==> src/rtl/core_wb_stage_pkg.sv <==
// Shared write-back types: result select, load size, WB FSM states and the
// MEM/WB pipeline-register record. Also used by the MEM stage and control unit.
package core_pkg;

  localparam int CORE_XLEN = 32;

  typedef enum logic [2:0] {
    WB_ALU  = 3'd0,
    WB_LOAD = 3'd1,
    WB_PC4  = 3'd2,
    WB_CSR  = 3'd3,
    WB_IMM  = 3'd4
  } wb_sel_e;

  typedef enum logic [1:0] {
    D_BYTE = 2'd0,
    D_HALF = 2'd1,
    D_WORD = 2'd2,
    D_RSVD = 2'd3
  } d_size_e;

  typedef enum logic [1:0] {
    IDLE      = 2'd0,
    FULL      = 2'd1,
    WAIT_LOAD = 2'd2
  } wb_state_e;

  // mem_to_reg is kept raw: encodings 5..7 are legal and fall back to ALU.
  typedef struct packed {
    logic [4:0]           rd;
    logic                 reg_write;
    logic [2:0]           mem_to_reg;
    d_size_e              d_size;
    logic                 d_unsigned;
    logic [1:0]           addr_lsb;
    logic [CORE_XLEN-1:0] alu_result;
    logic [CORE_XLEN-1:0] pc_plus4;
    logic [CORE_XLEN-1:0] csr_rdata;
    logic [CORE_XLEN-1:0] imm;
  } mem_wb_t;

  function automatic logic is_load(input logic [2:0] sel);
    return (sel == WB_LOAD);
  endfunction

endpackage

==> src/rtl/core_wb_stage_if.sv <==
// MEM->WB handshake, data-memory response and register-file write port.
// Signal names are from the WB stage's point of view.
interface core_wb_stage_if #(parameter int XLEN = 32);
  logic            i_mem_valid;
  logic            o_mem_ready;
  logic [4:0]      i_rd;
  logic            i_reg_write;
  logic [2:0]      i_mem_to_reg;
  logic [1:0]      i_d_size;
  logic            i_d_unsigned;
  logic [1:0]      i_addr_lsb;
  logic [XLEN-1:0] i_alu_result;
  logic [XLEN-1:0] i_pc_plus4;
  logic [XLEN-1:0] i_csr_rdata;
  logic [XLEN-1:0] i_imm;
  logic            i_dmem_rvalid;
  logic [XLEN-1:0] i_dmem_rdata;
  logic [4:0]      o_wb_rd;
  logic            o_wb_reg_write;
  logic [XLEN-1:0] o_rd_din;
  logic            o_retire;
  logic [63:0]     o_instret;
  logic            o_load_busy;

  modport master (
    output i_mem_valid, i_rd, i_reg_write, i_mem_to_reg, i_d_size, i_d_unsigned,
           i_addr_lsb, i_alu_result, i_pc_plus4, i_csr_rdata, i_imm,
           i_dmem_rvalid, i_dmem_rdata,
    input  o_mem_ready, o_wb_rd, o_wb_reg_write, o_rd_din, o_retire,
           o_instret, o_load_busy
  );

  modport slave (
    input  i_mem_valid, i_rd, i_reg_write, i_mem_to_reg, i_d_size, i_d_unsigned,
           i_addr_lsb, i_alu_result, i_pc_plus4, i_csr_rdata, i_imm,
           i_dmem_rvalid, i_dmem_rdata,
    output o_mem_ready, o_wb_rd, o_wb_reg_write, o_rd_din, o_retire,
           o_instret, o_load_busy
  );
endinterface

==> src/rtl/core_wb_stage_load_aligner.sv <==
// Combinational load extraction: picks the byte/half lane out of an aligned
// word and sign- or zero-extends it.
module load_aligner
  import core_pkg::*;
(
  input  logic [31:0] i_rdata,
  input  d_size_e     i_size,
  input  logic        i_unsigned,
  input  logic [1:0]  i_lsb,
  output logic [31:0] o_data
);

  logic [7:0]  w_byte;
  logic [15:0] w_half;

  // Select the lane and extend according to size and signedness
  always_comb begin
    w_byte = i_rdata[8*i_lsb +: 8];
    w_half = i_lsb[1] ? i_rdata[31:16] : i_rdata[15:0];
    case (i_size)
      D_BYTE:  o_data = {{24{w_byte[7] & ~i_unsigned}}, w_byte};
      D_HALF:  o_data = {{16{w_half[15] & ~i_unsigned}}, w_half};
      default: o_data = i_rdata;
    endcase
  end

endmodule

==> src/rtl/core_wb_stage.sv <==
// Write-back stage: MEM/WB pipeline register, load wait, result select,
// register-file write port and the 64-bit retired-instruction counter.
module core_wb_stage
  import core_pkg::*;
#(
  parameter int XLEN = 32
) (
  input logic               i_clk,
  input logic               i_rst,
  core_wb_stage_if.slave    bus
);

  wb_state_e       r_state;
  mem_wb_t         r_q;
  logic [63:0]     r_instret;

  mem_wb_t         w_in;
  logic            w_ready;
  logic            w_accept;
  logic            w_retire;
  logic [XLEN-1:0] w_load_data;
  logic [XLEN-1:0] w_result;

  assign w_in = '{
    rd:         bus.i_rd,
    reg_write:  bus.i_reg_write,
    mem_to_reg: bus.i_mem_to_reg,
    d_size:     d_size_e'(bus.i_d_size),
    d_unsigned: bus.i_d_unsigned,
    addr_lsb:   bus.i_addr_lsb,
    alu_result: bus.i_alu_result,
    pc_plus4:   bus.i_pc_plus4,
    csr_rdata:  bus.i_csr_rdata,
    imm:        bus.i_imm
  };

  // A pending load frees the register only in the cycle its data arrives;
  // this keeps back-to-back flow without an extra bubble after a load.
  assign w_ready  = (r_state == WAIT_LOAD) ? bus.i_dmem_rvalid : 1'b1;
  assign w_accept = bus.i_mem_valid && w_ready;
  assign w_retire = (r_state == FULL) || ((r_state == WAIT_LOAD) && bus.i_dmem_rvalid);

  load_aligner u_load_aligner (
    .i_rdata    (bus.i_dmem_rdata),
    .i_size     (r_q.d_size),
    .i_unsigned (r_q.d_unsigned),
    .i_lsb      (r_q.addr_lsb),
    .o_data     (w_load_data)
  );

  // Final result select; unused encodings fall back to the ALU result
  always_comb begin
    case (r_q.mem_to_reg)
      WB_LOAD: w_result = w_load_data;
      WB_PC4:  w_result = r_q.pc_plus4;
      WB_CSR:  w_result = r_q.csr_rdata;
      WB_IMM:  w_result = r_q.imm;
      default: w_result = r_q.alu_result;
    endcase
  end

  // FSM, pipeline register and retired-instruction counter
  always_ff @(posedge i_clk or posedge i_rst) begin
    if (i_rst) begin
      r_state   <= IDLE;
      r_q       <= '0;
      r_instret <= 64'd0;
    end else begin
      if (w_retire) begin
        r_instret <= r_instret + 64'd1;
      end
      if (w_accept) begin
        r_q     <= w_in;
        r_state <= is_load(bus.i_mem_to_reg) ? WAIT_LOAD : FULL;
      end else if (w_retire) begin
        r_state <= IDLE;
      end
    end
  end

  assign bus.o_mem_ready    = w_ready;
  assign bus.o_retire       = w_retire;
  assign bus.o_wb_reg_write = w_retire && r_q.reg_write && (r_q.rd != 5'd0);
  assign bus.o_wb_rd        = r_q.rd;
  assign bus.o_rd_din       = w_result;
  assign bus.o_instret      = r_instret;
  assign bus.o_load_busy    = (r_state == WAIT_LOAD);

endmodule

==> src/flat_wrapper.sv <==
// flat-port wrapper written by rule: the top's interface ports become plain ports
module core_wb_stage_flat import core_pkg::*;
#(
  parameter int XLEN = 32
)
  (i_clk, i_rst, bus_i_mem_valid, bus_i_rd, bus_i_reg_write, bus_i_mem_to_reg, bus_i_d_size, bus_i_d_unsigned, bus_i_addr_lsb, bus_i_alu_result, bus_i_pc_plus4, bus_i_csr_rdata, bus_i_imm, bus_i_dmem_rvalid, bus_i_dmem_rdata, bus_o_mem_ready, bus_o_wb_rd, bus_o_wb_reg_write, bus_o_rd_din, bus_o_retire, bus_o_instret, bus_o_load_busy);
  core_wb_stage_if #(.XLEN(XLEN)) bus_i ();
  input logic i_clk;
  input logic i_rst;
  input wire logic [$bits(bus_i.i_mem_valid)-1:0] bus_i_mem_valid;
  input wire logic [$bits(bus_i.i_rd)-1:0] bus_i_rd;
  input wire logic [$bits(bus_i.i_reg_write)-1:0] bus_i_reg_write;
  input wire logic [$bits(bus_i.i_mem_to_reg)-1:0] bus_i_mem_to_reg;
  input wire logic [$bits(bus_i.i_d_size)-1:0] bus_i_d_size;
  input wire logic [$bits(bus_i.i_d_unsigned)-1:0] bus_i_d_unsigned;
  input wire logic [$bits(bus_i.i_addr_lsb)-1:0] bus_i_addr_lsb;
  input wire logic [$bits(bus_i.i_alu_result)-1:0] bus_i_alu_result;
  input wire logic [$bits(bus_i.i_pc_plus4)-1:0] bus_i_pc_plus4;
  input wire logic [$bits(bus_i.i_csr_rdata)-1:0] bus_i_csr_rdata;
  input wire logic [$bits(bus_i.i_imm)-1:0] bus_i_imm;
  input wire logic [$bits(bus_i.i_dmem_rvalid)-1:0] bus_i_dmem_rvalid;
  input wire logic [$bits(bus_i.i_dmem_rdata)-1:0] bus_i_dmem_rdata;
  output wire logic [$bits(bus_i.o_mem_ready)-1:0] bus_o_mem_ready;
  output wire logic [$bits(bus_i.o_wb_rd)-1:0] bus_o_wb_rd;
  output wire logic [$bits(bus_i.o_wb_reg_write)-1:0] bus_o_wb_reg_write;
  output wire logic [$bits(bus_i.o_rd_din)-1:0] bus_o_rd_din;
  output wire logic [$bits(bus_i.o_retire)-1:0] bus_o_retire;
  output wire logic [$bits(bus_i.o_instret)-1:0] bus_o_instret;
  output wire logic [$bits(bus_i.o_load_busy)-1:0] bus_o_load_busy;
  assign bus_i.i_mem_valid = bus_i_mem_valid;
  assign bus_i.i_rd = bus_i_rd;
  assign bus_i.i_reg_write = bus_i_reg_write;
  assign bus_i.i_mem_to_reg = bus_i_mem_to_reg;
  assign bus_i.i_d_size = bus_i_d_size;
  assign bus_i.i_d_unsigned = bus_i_d_unsigned;
  assign bus_i.i_addr_lsb = bus_i_addr_lsb;
  assign bus_i.i_alu_result = bus_i_alu_result;
  assign bus_i.i_pc_plus4 = bus_i_pc_plus4;
  assign bus_i.i_csr_rdata = bus_i_csr_rdata;
  assign bus_i.i_imm = bus_i_imm;
  assign bus_i.i_dmem_rvalid = bus_i_dmem_rvalid;
  assign bus_i.i_dmem_rdata = bus_i_dmem_rdata;
  assign bus_o_mem_ready = bus_i.o_mem_ready;
  assign bus_o_wb_rd = bus_i.o_wb_rd;
  assign bus_o_wb_reg_write = bus_i.o_wb_reg_write;
  assign bus_o_rd_din = bus_i.o_rd_din;
  assign bus_o_retire = bus_i.o_retire;
  assign bus_o_instret = bus_i.o_instret;
  assign bus_o_load_busy = bus_i.o_load_busy;
  core_wb_stage #(.XLEN(XLEN)) u_core (.i_clk(i_clk), .i_rst(i_rst), .bus(bus_i));
endmodule
==> config.mk <==
export PLATFORM = sky130hd
export DESIGN_NAME = core_wb_stage_flat
export DESIGN_NICKNAME = d
export VERILOG_FILES = /design/src/rtl/core_wb_stage_pkg.sv /design/src/rtl/core_wb_stage_if.sv /design/src/rtl/core_wb_stage_load_aligner.sv /design/src/rtl/core_wb_stage.sv /design/src/flat_wrapper.sv
export SDC_FILE = /design/constraint.sdc
export NUM_CORES = 1
export LEC_CHECK = 0
export CAP_MARGIN = 10
export CORE_MARGIN = 8
export CORE_UTILIZATION = 49
export DETAILED_ROUTE_END_ITERATION = 10
export GPL_TIMING_DRIVEN = 1
export PLACE_DENSITY_LB_ADDON = 0.1
export SLEW_MARGIN = 40
export SYNTH_ARGS = -nofsm -noshare
export SYNTH_HDL_FRONTEND = slang
export SYNTH_SLANG_ARGS = --single-unit
==> constraint.sdc <==
create_clock -name i_clk -period 8.25 [get_ports i_clk]
set_input_delay 2.0625 -clock i_clk [delete_from_list [all_inputs] [get_ports i_clk]]
set_output_delay 2.0625 -clock i_clk [all_outputs]
set_load 0.005 [all_outputs]
Yosys cells after proc, flatten, opt, wreduce, memory -nomap -nowiden

Cells that the tools add are included.

Flip-flop bits (word level): 208
Bits of input ports: 178
Output and inout bits: 105
Word-level logic and storage cells: 40

$add $sub $neg: 1
Equality and inequality tests: 8
Shift-type cells: 1
Multiplexer cells: 7
Bitwise gates (word level): 3
Reductions and logical operators: 8

Operator list:

| cell                                                | count |
|---|---|
| case mux 32 bit (4 select lines)                    | 1 |
| adder 64 x 1 -> 64 bit, second input constant       | 1 |
| case mux 32 bit (2 select lines)                    | 1 |
| variable part select 32 x 6 -> 8 bit                | 1 |
| two-way mux 16 bit                                  | 1 |
| equality test 3 x 1 -> 1 bit, second input constant | 2 |
| equality test 3 x 2 -> 1 bit, second input constant | 2 |
| two-way mux 2 bit                                   | 3 |
| nonzero test 5 bit                                  | 1 |
| equality test 2 x 1 -> 1 bit, second input constant | 2 |
| logical AND 1 bit                                   | 4 |
| equality test 3 bit, second input constant          | 1 |
| bitwise AND 1 bit                                   | 2 |
| equality test 2 bit, second input constant          | 1 |
| logical NOT 2 bit                                   | 1 |
| nonzero test 2 bit                                  | 1 |
| logical OR 1 bit                                    | 1 |
| two-way mux 1 bit                                   | 1 |
| NOT 1 bit                                           | 1 |

Depth between registers and ports, before layout

Gate-level depths: netlist of the first run.

Depth after elaboration: 5
Mapped depth: 9
Mapped depth without buffers: 6

Hierarchy

From an unflattened synthesis of the first run, not the netlist that was laid out.

Cell total of the unflattened synthesis: 878
Area total of the unflattened synthesis: 9988.3 um^2

Modules (own cells, without submodules):

| module        | instances | cells an instance | area an instance (um^2) |
|---|---|---|---|
| core_wb_stage | 1         | 756               | 9293.9 |
| load_aligner  | 1         | 122               | 694.4 |

Least setup slack after synthesis of the first run

Ideal clock, no wire load.

Kind: input-to-output
From: in bus_i_dmem_rdata[31]
To: out bus_o_rd_din[10]
Arrival: 3.176 ns
Required time: 6.188 ns
Setup slack: 3.012 ns
Stages on the path: 4
Path through: mux4_2 -> a21oi_1 -> a221o_1 -> a21oi_1

Cells in the longest elaborated chain, start to end: 4

RTL lines:

| element                              | RTL line                         | text |
|---|---|---|
| start: declaration                   | flat_wrapper.sv:22               | `input wire logic [$bits(bus_i.i_dmem_rdata)-1:0] bus_i_dmem_rdata;` |
| variable part select 32 x 6 -> 8 bit | core_wb_stage_load_aligner.sv:18 | `w_byte = i_rdata[8*i_lsb +: 8];` |
| bitwise AND 1 bit                    | core_wb_stage_load_aligner.sv:21 | `D_BYTE: o_data = {{24{w_byte[7] & ~i_unsigned}}, w_byte};` |
| case mux 32 bit (2 select lines)     | core_wb_stage_load_aligner.sv:20 | `case (i_size)` |
| case mux 32 bit (4 select lines)     | core_wb_stage.sv:53              | `case (r_q.mem_to_reg)` |
| end: declaration                     | flat_wrapper.sv:26               | `output wire logic [$bits(bus_i.o_rd_din)-1:0] bus_o_rd_din;` |

No other way between the ends.

Worst setup path after layout of the first run

From: in bus_i_dmem_rdata[23]
To: out bus_o_rd_din[13]

Same word-level chain as after synthesis.

==> out/summary.txt, run 1 <==
Initial antenna violation count = 1
Post-synthesis cell count = 939
WP data required = 6190 ps
Internal = 0.002100 W
Synthesis-stage register bit count = 208
RSZ-0062 raised after global routing = no
Port Buf Inserts = 282
ANT cells = 0
Slew Viols, Final = 0
Fin Clk Skew = 10.40 ps
Max IR drop VDD = 0.1482 mV
FF-to-FF Start = u_core.bus.o_instret[32]
Die W = 161.5 um
Endpoint class of the critical path = output port
Syn Nets = 1118
Fin crit share = 0.8007
CTS clk-pin slew, worst paths = 60 ps
Critical path fanouts, max = 8
Cell Area, Synth = 0.01037 mm2
I/O pins = 283
Total die area = 0.02607 mm2
Leakage = 5.969 nW
Crit Path Category = in2out
Core Region = 0.02089 mm2
Post-synth ARST share = 1.000
Worst-skew pair later-pin latency = 490 ps
Hold Crit Class = reg2reg
Worst reg2reg path endpoint = u_core.bus.o_instret[46]
CP startpoint kind = primary input
Detailed Place HPWL = 22.37 mm
Pwr/cell area = 202.6 mW/mm2
First-pass GRT wire length = 48.22 mm
Reg2Reg Depth = 5
Vias in the first global route = 8354
Post-synth EDFFs = 0
Std cell rows = 53
Hold Vio Cnt, Final = 0
GP Congestion = 0.9772
WP data arrival = 4540 ps
Die Ht = 161.5 um
Final setup fails = 0
Net Sw Frac = 0.2655
Post-synth cell types = 52
CTS-repair resized insts = 0
Max clock buf depth = 3
Reg power frac = 0.417
Worst-margin pin slew = 809.1 ps
Syn_area_per_cell = 11.04 um2
Status = finished clean
Root Buffer = clkbuf_16
Net switching power figure = 0.0007592 W
WHS = 462.7 ps
DR pass1 iterations = 5
Share of cells above drive strength 1 = 0.1884
Synth Flop Type = dfrtp_1
Total setup buffers inserted after CTS = 0
Final Net Count = 1374
Clock buffer count from CTS = 23
Max Clock Freq = 151.4 MHz
Logic pwr share = 0.221
Hold Path Origin = u_core.bus.o_instret[63]
Commonest non-fill, non-tap cells in the layout = clkdlybuf4s50_1, dfrtp_1, mux2_2
R2R Setup Slk = 5900 ps
Setup_tns = 0 ps
TritonCTS clock tree = built
DRC = 0
Max-cap violations = 0
Total wire length = 31.07 mm
Min Tclk post-route = 6606 ps
Vias = 8067
Area Growth Syn to Fin = 36.16%
Relative slew slack = 0.4593
H-tree depth = 1
WL/cell = 20.92 um
Clock power frac = 0.362
Commonest non-fill, non-tap cell in the layout = clkdlybuf4s50_1
Hold path endpoint = u_core.bus.o_instret[63]
Worst hold path stage count = 1
CTS sink cnt = 208
Sequential area share after synthesis = 0.5021
ANT nets after route = 0
Vias/cell = 5.432
Post-CTS Hold Buffers = 0
Yosys warnings = 0
Total gr overflow = 0
1st-iter DRT viols = 594
Largest net degree at the start of global routing = 150
Initial Util = 0.4963
Tot GR Track Use = 0.2316
[through the flow]
step / cells / worst slack, ps / cell area, um2 / power, W / util
finish: 1485 / 1644 / 14120 / 0.002859 / 0.6758
global route: 1485 / 1591 / 14120 / 0.002987 / 0.6758
CTS: 1485 / 1682 / 14110 / 0.002879 / 0.6754
detailed placement: 1445 / 1690 / 13350 / 0.001837 / 0.6389
global placement: 1445 / 1610 / 13330 / 0.001827 / 0.6379
floorplan: 939 / 506.7 / 10370 / 0.001517 / -
[synth_stat cells (2+ instances only)]
library cell | instances | area (um2)
a21oi_1 | 53 | 265.3
a221o_1 | 8 | 80.08
a222oi_1 | 7 | 70.07
and2_1 | 3 | 18.77
and3_1 | 6 | 37.54
and4_1 | 6 | 52.55
buf_1 | 2 | 7.510
buf_2 | 14 | 70.07
buf_4 | 13 | 97.59
buf_6 | 2 | 22.52
clkbuf_1 | 31 | 116.4
dfrtp_1 | 208 | 5205
inv_1 | 54 | 202.7
mux2_2 | 143 | 1610
mux2i_1 | 2 | 20.02
nand2_1 | 37 | 138.9
nand2b_1 | 6 | 37.54
nand3_1 | 17 | 85.08
nand4_1 | 12 | 75.07
nand4_2 | 2 | 25.02
nand4_4 | 3 | 63.81
nor2_1 | 80 | 300.3
nor2b_1 | 18 | 112.6
nor3_1 | 7 | 35.03
nor3_2 | 11 | 110.1
nor3b_1 | 2 | 15.01
nor4_1 | 6 | 37.54
nor4_2 | 2 | 25.02
nor4_4 | 2 | 42.54
o21a_1 | 32 | 240.2
o21ai_0 | 9 | 45.04
o21bai_1 | 2 | 15.01
o22ai_1 | 49 | 306.5
or2_2 | 8 | 50.05
or3_1 | 3 | 18.77
xnor2_1 | 37 | 324.1
xor2_1 | 27 | 236.5
[registers in the layout, indices dropped and copies added, names as in the netlist]
name,flops
u_core.bus.o_instret,64
u_core.r_q,137
u_core.r_state,2
u_core.bus.o_wb_rd,5
[metal layers]
metal	vias to the layer above	part of all wire	global-route usage
met5	-	0.00042	0
met2	281	0.47	0.3814
met4	2	0.013	0.04167
li1	3793	-	-
met3	26	0.081	0.06236
met1	3965	0.44	0.3042
[final cells by class]
type	instances	area [um2]
Sequential cell	208	5205
Fill cell	1706	6773
Clock buffer	33	673.1
Multi-Input combinational cell	615	4669
Clock inverter	7	88.84
Tap cell	275	344.1
Inverter	54	219.0
Timing Repair Buffer	293	2917
[worst max-delay path by stage]
| stage | endpoint | cells past startpoint | start | slack (ps) |
|---|---|---|---|---|
| 6_report | bus_o_rd_din[13] | 6 | bus_i_dmem_rdata[23] | 1640 |
| 2_1_floorplan | u_core.bus.o_instret[0] | 1 | i_rst | 510 |
| 4_1_cts | bus_o_rd_din[15] | 6 | bus_i_dmem_rdata[23] | 1680 |
| 3_5_place_dp | bus_o_rd_din[15] | 6 | bus_i_dmem_rdata[23] | 1690 |
| 3_3_place_gp | bus_o_rd_din[20] | 7 | bus_i_dmem_rdata[23] | 1610 |
| 5_1_grt | bus_o_rd_din[13] | 6 | bus_i_dmem_rdata[23] | 1590 |
[cell families (layout without fill, tap and decap cells)]
kind of cell / Yosys count / in the layout / synth area share
simple gates: 237 / 237 / 0.1285
flops: 208 / 208 / 0.5021
compound gates: 167 / 167 / 0.1049
mux: 146 / 146 / 0.1594
buf+inv: 116 / 387 / 0.04984
xor+xnor: 64 / 64 / 0.05407
fa+ha+maj: 1 / 1 / 0.001207
[critical path: stages]
cell	delay, ps
clkdlybuf4s50_1	530
mux4_2	530
a21oi_1	590
a221o_1	260
a21oi_1	100
clkdlybuf4s50_1	470
[power by group through the flow]
stage	clock network (W)	logic, W	registers (W)
finish	0.00104	0.000631	0.00119
global route	0.00110	0.000686	0.00120
CTS	0.00105	0.000635	0.00119
detailed placement	0	0.000630	0.00121
global placement	0	0.000624	0.00120
floorplan	0	0.000336	0.00118
No activity file was read; power rests on OpenSTA's default activity.
==> inputs of run 2 (changes only) <==
--- a/config.mk
+++ b/config.mk
@@ -7,7 +7,7 @@
 export LEC_CHECK = 0
 export CAP_MARGIN = 10
 export CORE_MARGIN = 8
-export CORE_UTILIZATION = 49
+export CORE_UTILIZATION = 44
 export DETAILED_ROUTE_END_ITERATION = 10
 export GPL_TIMING_DRIVEN = 1
 export PLACE_DENSITY_LB_ADDON = 0.1
==> constraint.sdc (replaced) <==
create_clock -name i_clk -period 5.6 [get_ports i_clk]
set_input_delay 1.4 -clock i_clk [delete_from_list [all_inputs] [get_ports i_clk]]
set_output_delay 1.4 -clock i_clk [all_outputs]
set_load 0.005 [all_outputs]
==> run 2 against run 1 <==
Sequential power rose by 47%. Sequential share of layout area decreased by 0.51 points. Largest cell class unchanged. Critical path type is now reg2out. Global-route usage down 2.1 points. Register-to-register slack worse by 2800 ps. Total power up 54%. Combinational power is 49% higher. Clock skew up 1.8 ps. Clock power up 64%. Die area grew 10%. Clock-buffer cell count stayed put. Non-clock buffer count increased by 3. Critical path depth grew 2.
==> out/summary.txt, run 2 (synthesized netlist as in run 1, its figures left out) <==
Crit Path Category = reg2out (was in2out)
Net switching power figure = 0.001146 W (was 0.0007592 W)
Vias = 8058 (was 8067)
Commonest non-fill, non-tap cell in the layout = clkdlybuf4s50_1 (unchanged)
Final Net Count = 1378 (was 1374)
Std cell rows = 56 (was 53)
Final setup fails = 0 (unchanged)
Relative slew slack = 0.4029 (was 0.4593)
Total die area = 0.02873 mm2 (was 0.02607 mm2)
Worst-margin pin slew = 893.7 ps (was 809.1 ps)
Total gr overflow = 0 (unchanged)
CP startpoint kind = flip-flop (was primary input)
Share of cells above drive strength 1 = 0.1931 (was 0.1884)
Reg power frac = 0.398 (was 0.417)
DR pass1 iterations = 6 (was 5)
Root Buffer = clkbuf_16 (unchanged)
Pre-CTS setup slack = 723.5 ps (was 1690 ps)
WP data arrival = 3550 ps (was 4540 ps)
Total setup buffers inserted after CTS = 0 (unchanged)
Crit-path slowest cell = dfrtp_1 (was a21oi_1)
Pwr/cell area = 307.1 mW/mm2 (was 202.6 mW/mm2)
TritonCTS clock tree = built (unchanged)
CTS clk-pin slew, worst paths = 60 ps (about the same)
ANT cells = 0 (unchanged)
I/O pins = 283 (unchanged)
Die W = 169.5 um (was 161.5 um)
Critical path's largest stage delay = 600 ps (was 590 ps)
Initial Util = 0.4443 (was 0.4963)
Critical path fanouts, max = 33 (was 8)
DRC = 0 (unchanged)
WL/cell = 20.27 um (was 20.92 um)
Total wire length = 31.13 mm (was 31.07 mm)
R2R Setup Slk = 3100 ps (was 5900 ps)
Fin worst setup slack = 653.4 ps (was 1644 ps)
RSZ-0062 raised after global routing = no (unchanged)
1st-iter DRT viols = 612 (was 594)
Die Ht = 169.5 um (was 161.5 um)
Worst reg2reg path endpoint = u_core.r_q[123] (was u_core.bus.o_instret[46])
CTS-repair resized insts = 0 (unchanged)
Worst hold path stage count = 1 (unchanged)
Hold Vio Cnt, Final = 0 (unchanged)
Status = finished clean (unchanged)
Clock buffer count from CTS = 24 (was 23)
Finished Layout Cells = 1536 (was 1485)
Clock power frac = 0.388 (was 0.362)
Worst-skew pair later-pin latency = 510 ps (was 490 ps)
Initial antenna violation count = 2 (was 1)
Internal = 0.003250 W (was 0.002100 W)
Detailed Place HPWL = 22.66 mm (was 22.37 mm)
Net Sw Frac = 0.2606 (was 0.2655)
Max Clock Freq = 202.2 MHz
Fin crit share = 0.8833
ANT nets after route = 0 (unchanged)
DP Area = 0.01344 mm2 (was 0.01335 mm2)
Hold Path Origin = u_core.bus.o_instret[63] (unchanged)
Slew Viols, Final = 0 (unchanged)
Hold path endpoint = u_core.bus.o_instret[63] (unchanged)
Hold Crit Class = reg2reg (unchanged)
Largest net degree at the start of global routing = 115 (was 150)
Fin Clk Skew = 12.17 ps (was 10.40 ps)
Max-cap violations = 0 (unchanged)
GP Congestion = 0.9037 (was 0.9772)
First-pass GRT wire length = 47.74 mm (was 48.22 mm)
Largest reg by FF count = u_core.r_q (unchanged)
Max clock buf depth = 3 (unchanged)
WP data required = 4200 ps (was 6190 ps)
H-tree depth = 1 (unchanged)
Commonest non-fill, non-tap cells in the layout = clkdlybuf4s50_1, dfrtp_1, mux2_2 (unchanged)
Reg2Reg Depth = 5 (unchanged)
Core Region = 0.02333 mm2 (was 0.02089 mm2)
Area Growth Syn to Fin = 38.05% (was 36.16%)
Leakage = 6.035 nW (was 5.969 nW)
Cells along the critical path = buf_4, nand2b_1, buf_4, or2_1, o21bai_1, buf_4, o22ai_1, clkdlybuf4s50_1 (was clkdlybuf4s50_1, mux4_2, a21oi_1, a221o_1, a21oi_1, clkdlybuf4s50_1)
Vias in the first global route = 8219 (was 8354)
Top cell by count, worst path = buf_4
WHS = 471.5 ps (was 462.7 ps)
DP Cell Count = 1492 (was 1445)
Fin area = 0.01431 mm2 (was 0.01412 mm2)
Port Buf Inserts = 282 (unchanged)
Endpoint class of the critical path = output port (unchanged)
Setup_tns = 0 ps (unchanged)
Tot GR Track Use = 0.2102 (was 0.2316)
Max IR drop VDD = 0.2295 mV (was 0.1482 mV)
Post-CTS Hold Buffers = 0 (unchanged)
Max FFs per register = 137 (unchanged)
Vias/cell = 5.246 (was 5.432)
Logic pwr share = 0.214 (was 0.221)
Min Tclk post-route = 4947 ps
FF-to-FF Start = u_core.r_state[1] (was u_core.bus.o_instret[32])
CTS sink cnt = 208 (unchanged)
[run 2: worst max-delay path: cells and delay by family (launching register included)]
kind	cells	cell delay, ps
buf+inv	4	1390
flops	1	600
simple gates	2	560
compound gates	2	480
[run 2: how the worst max path moves through the flow]
stage | end | cells past startpoint | from | slack [ps]
after floorplan | u_core.bus.o_instret[0] | 1 | i_rst | 1500
final | bus_o_rd_din[30] | 8 | u_core.r_q[133] | 650
after global placement | bus_o_rd_din[9] | 7 | bus_i_dmem_rdata[23] | 720
after detailed placement | bus_o_rd_din[14] | 7 | bus_i_dmem_rdata[23] | 720
after CTS | bus_o_rd_din[30] | 8 | u_core.r_q[133] | 640
after global routing | bus_o_rd_din[30] | 8 | u_core.r_q[133] | 500
[run 2: stage by stage]
step / power, W / util
2_1_floorplan: 0.002235 / -
3_3_place_gp: 0.002705 / 0.5759
3_5_place_dp: 0.002720 / 0.5759
4_1_cts: 0.004450 / 0.6134
5_1_grt: 0.004602 / 0.6134
6_report: 0.004396 / 0.6134
[run 2: routing by layer]
layer,routed length (um),share of wire,vias to the layer above,GRT usage
li1,-,-,3809,-
met1,13920,0.45,3936,0.2835
met2,13950,0.45,263,0.3268
met3,2628,0.084,46,0.06397
met4,605,0.019,4,0.05002
met5,27,0.00087,-,0
[run 2: layout make-up]
| type | count | area (um2) |
|---|---|---|
| Tap cell | 319 | 399.1 |
| Clock inverter | 11 | 160.2 |
| Fill cell | 2035 | 9020 |
| Clock buffer | 33 | 715.7 |
| Timing Repair Buffer | 296 | 2965 |
| Inverter | 54 | 206.4 |
| Sequential cell | 208 | 5205 |
| Multi-Input combinational cell | 615 | 4661 |
[run 2: power groups by stage]
stage	sequential [W]	combinational, W	clock [W]
after floorplan	0.00174	0.000495	0
after global routing	0.00177	0.00102	0.00181
final	0.00175	0.000940	0.00171
after detailed placement	0.00177	0.000946	0
after global placement	0.00177	0.000937	0
after CTS	0.00175	0.000949	0.00175
==> inputs of run 3 (changes only) <==
--- a/config.mk
+++ b/config.mk
@@ -9,6 +9,7 @@
 export CORE_MARGIN = 8
 export CORE_UTILIZATION = 44
 export DETAILED_ROUTE_END_ITERATION = 10
+export GPL_ROUTABILITY_DRIVEN = 0
 export GPL_TIMING_DRIVEN = 1
 export PLACE_DENSITY_LB_ADDON = 0.1
 export SLEW_MARGIN = 40
==> run 3 against run 2 <==
Clock-buffer cell count is 1 higher. Critical path depth down 1. Via count grew 0.22%. Non-clock buffer count unchanged. Clock power shrank 9%. Combinational power fell by 1%. Final cell count is the same. Highest routed layer unchanged.
==> out/summary.txt, run 3 (synthesized netlist as in run 1, its figures left out) <==
Status = finished clean (unchanged)
Met2 wire length = 14.12 mm (was 13.95 mm)
Total wire length = 30.80 mm (was 31.13 mm)
Largest net degree at the start of global routing = 117 (was 115)
Commonest non-fill, non-tap cell in the layout = clkdlybuf4s50_1 (unchanged)
Pwr/cell area = 298.4 mW/mm2 (was 307.1 mW/mm2)
Core Region = 0.02333 mm2 (unchanged)
DR top layer = met5 (unchanged)
Setup_tns = 0 ps (unchanged)
Commonest non-fill, non-tap cells in the layout = clkdlybuf4s50_1, dfrtp_1, mux2_2 (unchanged)
WP data arrival = 3530 ps (was 3550 ps)
CTS-repair resized insts = 0 (unchanged)
CP startpoint kind = primary input (was flip-flop)
DR pass1 iterations = 5 (was 6)
Fin area = 0.01424 mm2 (was 0.01431 mm2)
Clock buffer count from CTS = 24 (unchanged)
Hold Path Origin = u_core.bus.o_instret[63] (unchanged)
Max IR drop VDD = 0.2283 mV (was 0.2295 mV)
DRC = 0 (unchanged)
CTS clk-pin slew, worst paths = 50 ps (was 60 ps)
R2R Setup Slk = 3110 ps (was 3100 ps)
Vias = 8076 (was 8058)
FF-to-FF Start = u_core.r_state[1] (unchanged)
Share of cells above drive strength 1 = 0.1926 (was 0.1931)
Max FFs per register = 137 (unchanged)
Port Buf Inserts = 282 (unchanged)
Total setup buffers inserted after CTS = 0 (unchanged)
M1 wire length = 13.33 mm (was 13.92 mm)
Worst hold path stage count = 1 (unchanged)
Min Tclk post-route = 4928 ps (was 4947 ps)
Vias/cell = 5.258 (was 5.246)
CTS sink cnt = 208 (unchanged)
Worst-skew pair later-pin latency = 500 ps (was 510 ps)
Critical path's largest stage delay = 550 ps (was 600 ps)
Cells along the critical path = clkdlybuf4s50_1, mux4_2, a21oi_1, buf_4, a221o_1, a21oi_1, clkdlybuf4s50_1 (was buf_4, nand2b_1, buf_4, or2_1, o21bai_1, buf_4, o22ai_1, clkdlybuf4s50_1)
Root Buffer = clkbuf_16 (unchanged)
Hold Vio Cnt, Final = 0 (unchanged)
Std cell rows = 56 (unchanged)
Crit-path slowest cell = clkdlybuf4s50_1 (was dfrtp_1)
Worst-margin pin slew = 821.1 ps (was 893.7 ps)
Kind of cell adding the most delay to the critical path = buffers and inverters (unchanged)
Reg2Reg Depth = 5 (unchanged)
Vias in the first global route = 8379 (was 8219)
Post-layout util = 0.6102 (was 0.6134)
Leakage = 5.998 nW (was 6.035 nW)
Initial Util = 0.4443 (unchanged)
Total die area = 0.02873 mm2 (unchanged)
H-tree depth = 1 (unchanged)
Critical path fanouts, max = 8 (was 33)
Final Net Count = 1378 (unchanged)
First-pass GRT wire length = 47.34 mm (was 47.74 mm)
Detailed Place HPWL = 22.39 mm (was 22.66 mm)
Endpoint class of the critical path = output port (unchanged)
I/O pins = 283 (unchanged)
Final setup fails = 0 (unchanged)
Worst reg2reg path endpoint = u_core.r_q[45] (was u_core.r_q[123])
Largest reg by FF count = u_core.r_q (unchanged)
ANT nets after route = 0 (unchanged)
WP data required = 4200 ps (about the same)
1st-iter DRT viols = 630 (was 612)
Max-cap violations = 0 (unchanged)
Max clock buf depth = 3 (unchanged)
Fin Clk Skew = 5.087 ps (was 12.17 ps)
Post-CTS Hold Buffers = 0 (unchanged)
Fin crit share = 0.8799 (was 0.8833)
CP bufs+invs = 3 (was 4)
# fillers = 2025 (was 2035)
Crit Path Category = in2out (was reg2out)
Slew Viols, Final = 0 (unchanged)
Hold Crit Class = reg2reg (unchanged)
Metal3 WL = 2.611 mm (was 2.628 mm)
Max Clock Freq = 202.9 MHz (was 202.2 MHz)
Hold path endpoint = u_core.bus.o_instret[63] (unchanged)
Initial antenna violation count = 5 (was 2)
DP Area = 0.01343 mm2 (was 0.01344 mm2)
Area Growth Syn to Fin = 37.33% (was 38.05%)
WL/cell = 20.05 um (was 20.27 um)
Relative slew slack = 0.4513 (was 0.4029)
Die W = 169.5 um (unchanged)
TritonCTS clock tree = built (unchanged)
Die Ht = 169.5 um (unchanged)
RSZ-0062 raised after global routing = no (unchanged)
Tot GR Track Use = 0.2077 (was 0.2102)
Total gr overflow = 0 (unchanged)
-- run 3: changes by cell type in the layout (fill, tap and decap cells not counted) --
cell	previous run	this run
bufinv_16	4	1
clkbuf_8	6	7
buf_6	0	1
nor3b_1	2	1
diode_2	0	2
nor3b_2	0	1
buf_12	3	2
-- run 3: where the power goes --
| part | total [W] | switching [W] | internal (W) | leakage [nW] |
|---|---|---|---|---|
| Sequential | 0.00176 | 0.000112 | 0.00164 | 2.52 |
| Combinational | 0.000931 | 0.000401 | 0.000530 | 3.09 |
| Clock | 0.00156 | 0.000613 | 0.000948 | 0.395 |
| Total | 0.00425 | 0.00113 | 0.00312 | 6.00 |
-- run 3: how the worst max path moves through the flow --
stage,slack (ps),cells past startpoint,startpoint,endpoint
final,670,7,bus_i_dmem_rdata[23],bus_o_rd_din[9]
after global routing,610,7,bus_i_dmem_rdata[31],bus_o_rd_din[9]
after CTS,660,7,bus_i_dmem_rdata[23],bus_o_rd_din[9]
after detailed placement,670,7,bus_i_dmem_rdata[23],bus_o_rd_din[9]
after global placement,660,7,bus_i_dmem_rdata[23],bus_o_rd_din[9]
after floorplan,1500,1,i_rst,u_core.bus.o_instret[0]
-- run 3: routing by layer --
metal,vias up,GRT usage
met5,-,0
met4,8,0.05656
met3,45,0.05862
met1,3959,0.2770
li1,3790,-
met2,274,0.3268
-- run 3: cell type report --
cell class / instances / area (um2) / area share
Timing Repair Buffer: 296 / 2957 / 0.2077
Tap cell: 319 / 399.1 / 0.02803
Antenna cell: 2 / 5.005 / 0.0003515
Multi-Input combinational cell: 615 / 4666 / 0.3277
Sequential cell: 208 / 5205 / 0.3656
Clock inverter: 8 / 70.07 / 0.004921
Clock buffer: 34 / 729.5 / 0.05123
Inverter: 54 / 206.4 / 0.01450
-- run 3: per-stage QoR --
| step | hold slack (ps) | power, W | worst slack (ps) | instances |
|---|---|---|---|---|
| floorplan | 464.7 | 0.002235 | 1500 | 939 |
| global placement | 458.9 | 0.002701 | 659.2 | 1492 |
| detailed placement | 475.3 | 0.002716 | 674.0 | 1492 |
| CTS | 482.7 | 0.004296 | 661.5 | 1534 |
| global route | 508.4 | 0.004448 | 605.6 | 1535 |
| finish | 476.4 | 0.004248 | 672.3 | 1536 |
